==> src/rtl/comp_wide_seq.sv <==
`default_nettype none
// ============================================================================
// Module   : comp_wide_seq
// Purpose  : Sequential wide magnitude comparator; walks operands MSB nibble
//            first through an external 4-bit comparator, exits on first diff.
// Revision : 1.0 - initial release
// ============================================================================
module comp_wide_seq #(
  parameter int NIBBLES = 4
) (
  input  logic                   clk,
  input  logic                   rst,
  input  logic                   start,
  input  logic [4*NIBBLES-1:0]   op_a,
  input  logic [4*NIBBLES-1:0]   op_b,
  output logic [3:0]             nib_a,
  output logic [3:0]             nib_b,
  input  logic                   cmp_gt,
  input  logic                   cmp_lt,
  input  logic                   cmp_eq,
  output logic                   busy,
  output logic                   done,
  output logic                   res_gt,
  output logic                   res_lt,
  output logic                   res_eq,
  output logic                   res_err
);

  localparam int IDX_W = (NIBBLES > 1) ? $clog2(NIBBLES) : 1;

  typedef enum logic [1:0] {
    S_IDLE = 2'd0,
    S_RUN  = 2'd1,
    S_DONE = 2'd2
  } state_t;

  state_t                    state_q, state_d;
  logic [NIBBLES-1:0][3:0]   a_q, a_d, b_q, b_d;
  logic [IDX_W-1:0]          idx_q, idx_d;
  logic                      err_q, err_d;
  logic                      res_gt_q, res_gt_d;
  logic                      res_lt_q, res_lt_d;
  logic                      res_eq_q, res_eq_d;
  logic                      res_err_q, res_err_d;

  logic [3:0]                sel_a, sel_b;
  logic                      code_bad;
  logic                      err_now;

  generate
    if (NIBBLES == 1) begin : g_single
      assign sel_a = a_q[0];
      assign sel_b = b_q[0];
    end else begin : g_multi
      assign sel_a = a_q[idx_q];
      assign sel_b = b_q[idx_q];
    end
  endgenerate

  // Exactly one of the three comparator flags must be set.
  assign code_bad = ~(cmp_gt ^ cmp_lt ^ cmp_eq) | (cmp_gt & cmp_lt & cmp_eq);
  assign err_now  = err_q | code_bad;

  always_comb begin
    state_d   = state_q;
    a_d       = a_q;
    b_d       = b_q;
    idx_d     = idx_q;
    err_d     = err_q;
    res_gt_d  = res_gt_q;
    res_lt_d  = res_lt_q;
    res_eq_d  = res_eq_q;
    res_err_d = res_err_q;
    nib_a     = 4'h0;
    nib_b     = 4'h0;

    case (state_q)
      S_IDLE: begin
        if (start) begin
          a_d     = op_a;
          b_d     = op_b;
          idx_d   = IDX_W'(NIBBLES - 1);
          err_d   = 1'b0;
          state_d = S_RUN;
        end
      end
      S_RUN: begin
        nib_a = sel_a;
        nib_b = sel_b;
        err_d = err_now;
        // cmp_eq wins over a stray gt/lt flag; the code error is still recorded.
        if (!cmp_eq) begin
          res_gt_d  = cmp_gt;
          res_lt_d  = ~cmp_gt;
          res_eq_d  = 1'b0;
          res_err_d = err_now;
          state_d   = S_DONE;
        end else if (idx_q == '0) begin
          res_gt_d  = 1'b0;
          res_lt_d  = 1'b0;
          res_eq_d  = 1'b1;
          res_err_d = err_now;
          state_d   = S_DONE;
        end else begin
          idx_d = idx_q - IDX_W'(1);
        end
      end
      S_DONE: begin
        state_d = S_IDLE;
      end
      default: begin
        state_d = S_IDLE;
      end
    endcase
  end

  always_ff @(posedge clk or posedge rst) begin
    if (rst) begin
      state_q   <= S_IDLE;
      a_q       <= '0;
      b_q       <= '0;
      idx_q     <= '0;
      err_q     <= 1'b0;
      res_gt_q  <= 1'b0;
      res_lt_q  <= 1'b0;
      res_eq_q  <= 1'b0;
      res_err_q <= 1'b0;
    end else begin
      state_q   <= state_d;
      a_q       <= a_d;
      b_q       <= b_d;
      idx_q     <= idx_d;
      err_q     <= err_d;
      res_gt_q  <= res_gt_d;
      res_lt_q  <= res_lt_d;
      res_eq_q  <= res_eq_d;
      res_err_q <= res_err_d;
    end
  end

  assign busy    = (state_q != S_IDLE);
  assign done    = (state_q == S_DONE);
  assign res_gt  = res_gt_q;
  assign res_lt  = res_lt_q;
  assign res_eq  = res_eq_q;
  assign res_err = res_err_q;

endmodule
`default_nettype wire
==> config.mk <==
export PLATFORM = sky130hd
export DESIGN_NAME = comp_wide_seq
export DESIGN_NICKNAME = d
export VERILOG_FILES = /design/src/rtl/comp_wide_seq.sv
export SDC_FILE = /design/constraint.sdc
export NUM_CORES = 1
export LEC_CHECK = 0
export ABC_CLOCK_PERIOD_IN_PS = 3550
export CORE_MARGIN = 5
export CORE_UTILIZATION = 51
export DETAILED_ROUTE_END_ITERATION = 12
export PLACE_DENSITY_LB_ADDON = 0.3
export SLEW_MARGIN = 10
export SYNTH_ARGS = -nofsm -noshare
export SYNTH_HDL_FRONTEND = slang
export SYNTH_SLANG_ARGS = --single-unit
export TNS_END_PERCENT = 100
==> constraint.sdc <==
create_clock -name clk -period 3.55 [get_ports clk]
set_input_delay 0.355 -clock clk [delete_from_list [all_inputs] [get_ports clk]]
set_output_delay 0.355 -clock clk [all_outputs]
set_load 0.05 [all_outputs]
==> results.ini <==
[outcome]
status=complete, no violations

[global_routing]
antenna_found_initial=0
grt-ovfl-total=0
grt_first_pass_wirelength_um=6530
grt_max_degree=36
grt_pass1_vias=1388
grt_use_total_pct=17.0

[detailed_routing]
ant_nets=0
drt-met1-wl_um=1530
wire_per_inst_um=16.2
drt_iter0_drc=41
routed_wl_um=3690
wl_met2_um=1940
dr_wl_met3_um=202
viasPerCell=5.23
highest_layer=met4
routed-via-count=1192
drt_first_pass_iters=2
remaining_drc_errors=0

[clocking]
numCtsBuffers=5
cts_setup_buffers=0
ctsLongestPathBuffers=2
clk_latency_ns=0.28
cts_hold_buf=0
cts_tree=done
htree_levels=2
cts_root_buf=clkbuf_8
cts_sinks=41
cts.repair.resized=0
clkTransAtPathRegs_ns=0.07

[critical_path]
critical-path-top-delay-family=flip-flops
critPathMaxFanout=11
critPathRequiredTime_ns=3.19
cp_slowest_cell=dfrtp_1
cp-start-kind=flop
crit_buf_inv=1
path_class=flop to output port
crit_path_cell_trace=mux4_2 -> and2_1 -> clkdlybuf4s50_1
r2r-start=idx_q[0]$_DFFE_PP0P_
cp-end-kind=output port
critPathLaunch=idx_q[0]$_DFFE_PP0P_
crit_arrival_ns=2.50
cpPeakStageDelay_ns=0.76

[cells_and_area]
drive_above_1_share_pct=29.4
fillers=248
final_cells=228
area_growth_pct=33.7
seqCellArea_um2=1030
design_area_um2=2490
fin_nets=219
n_antenna_cell=0
multi_input_area_um2=774

[sta]
fin_crit_ns=2.86
setup_viol=0
slew_headroom_pct=47.1
fin_worst_skew_ns=0.00592
timing.fmax_mhz=350
finalSetupTns_ns=0
hold_viol_final=0
finalMaxSlewViolations=0
fin_crit_sh_pct=80.4
finalWorstSetupSlack_ns=0.694
worst_pin_slew_ns=0.792
holdWs_ns=0.501
rsz0062_at_grt=no

[synthesis]
synth_nets=164
yosysTopAreaCellShare_pct=55.0
ys_ff_latch=41
synthTopCellsByArea=dfrtp_1 55%, mux2_2 19%, mux4_2 9.7%, and2_1 2.7%, buf_6 1.8%
ys_types=23
netlist_instances=124
synth.avg_cell_area_um2=15.0
ys_seq_area_share_pct=55.0
syn_area_um2=1870
yosysWarnings=0
synth_top_area_cell=dfrtp_1

[floorplanning]
die_width_um=70.5
die_height_um=70.5
dieArea_um2=4970
start_util_pct=51.7
ios=52
fp.coreArea_um2=3610
rows=22

[place]
postPlaceCellArea_um2=2410
io_buffers=51
dpl.cell_count=220
place_ws_ns=0.969
finalWeightedCongestion=0.705
place_hpwl_um=2780

[power_and_ir_drop]
power_per_cell_area_nw_per_um2=894
power_frac_seq_pct=38.8
switchingPower_mw=0.841
clockPowerShare_pct=13.0
swShare_pct=37.7
p_int_mw=1.39
power_frac_comb_pct=48.2
cellLeakagePower_nw=1.03
vdd_ir_drop_max_v=0.000401

[hold_path]
hp-class=flop to flop
hold_path_startpoint=b_q[9]$_DFFE_PP0P_

[flow_run]
maxCapViolCount=0

cells in the final DEF, fill, tap and decap left out, drive strengths merged, types with 3 or more instances in the layout:
cell	Yosys	routed
a21oi	4	4
and2	8	8
clkbuf	1	5
clkdlybuf4s50	0	51
dfrtp	41	41
inv	6	6
mux2	33	33
mux4	8	8
nor2	3	3
state kept, by name, summed over array words and instances (netlist names):
| signal | count |
|---|---|
| a_q | 16 |
| b_q | 16 |
| err_q | 1 |
| idx_q | 2 |
| res_eq | 1 |
| res_err | 1 |
| res_gt | 1 |
| res_lt | 1 |
| state_q | 2 |
cell families (layout without fill, tap and decap cells):
group                    after synthesis  after routing  share of synthesized area, %
AO/OA/AOI/OAI                          8              8                          2.88
buffers and inverters                 11             67                          3.49
adder cells (fa/ha/maj)                2              2                          1.34
multiplexers                          41             41                          29.6
flip-flops                            41             41                          55.0
AND/OR/NAND/NOR                       21             21                          7.71
final cells by class:
| type | instances | area share (%) |
|---|---|---|
| clock inverter | 3 | 0.702 |
| inverter | 6 | 0.903 |
| sequential | 41 | 41.1 |
| clock buffer | 5 | 2.76 |
| timing repair buffer | 53 | 21.1 |
| multi-input combinational | 72 | 31.0 |
| tap | 48 | 2.41 |
final timing paths:
check	slack, ns	to	cells after the start
setup / recovery	0.69	nib_a[0]	3
hold / removal	0.50	b_q[9]$_DFFE_PP0P_	1
setup reg to reg	1.73	res_err$_DFFE_PP0P_	5
hold reg to reg	0.50	b_q[9]$_DFFE_PP0P_	1
max in group asynchronous	2.25	a_q[7]$_DFFE_PP0P_	3
min in group asynchronous	0.52	b_q[3]$_DFFE_PP0P_	2
per-layer routing:
metal	up-vias	global-route usage, %
met3	2	4.75
met2	34	28.6
met1	602	20.8
met5	-	0
met4	0	6.17
li1	554	-
synth_stat cells:
master      n
a21boi_0    1
a21oi_1     4
a2bb2oi_1   1
and2_1      8
and4bb_2    1
buf_2       1
buf_6       3
clkbuf_1    1
dfrtp_1    41
ha_1        2
inv_1       6
mux2_1      2
mux2_2     31
mux4_2      8
nand2b_1    2
nor2_1      3
nor2b_1     2
nor3_1      1
nor3b_4     1
nor4b_1     1
o2bb2ai_1   1
o32ai_1     1
or2_2       2
through the flow:
stage | util [%] | total power, mW
floorplan | - | 1.66
global placement | 66.8 | 1.91
detailed placement | 66.8 | 1.97
CTS | 69.2 | 2.27
global route | 69.2 | 2.38
finish | 69.2 | 2.23
power groups by stage:
| stage | registers, mW | logic (mW) | clock network [mW] |
|---|---|---|---|
| after global routing | 0.902 | 1.15 | 0.326 |
| after CTS | 0.871 | 1.09 | 0.303 |
| after floorplan | 0.859 | 0.796 | 0 |
| final | 0.865 | 1.08 | 0.289 |
| after detailed placement | 0.880 | 1.09 | 0 |
| after global placement | 0.859 | 1.05 | 0 |
No activity file was read; power rests on OpenSTA's default activity.
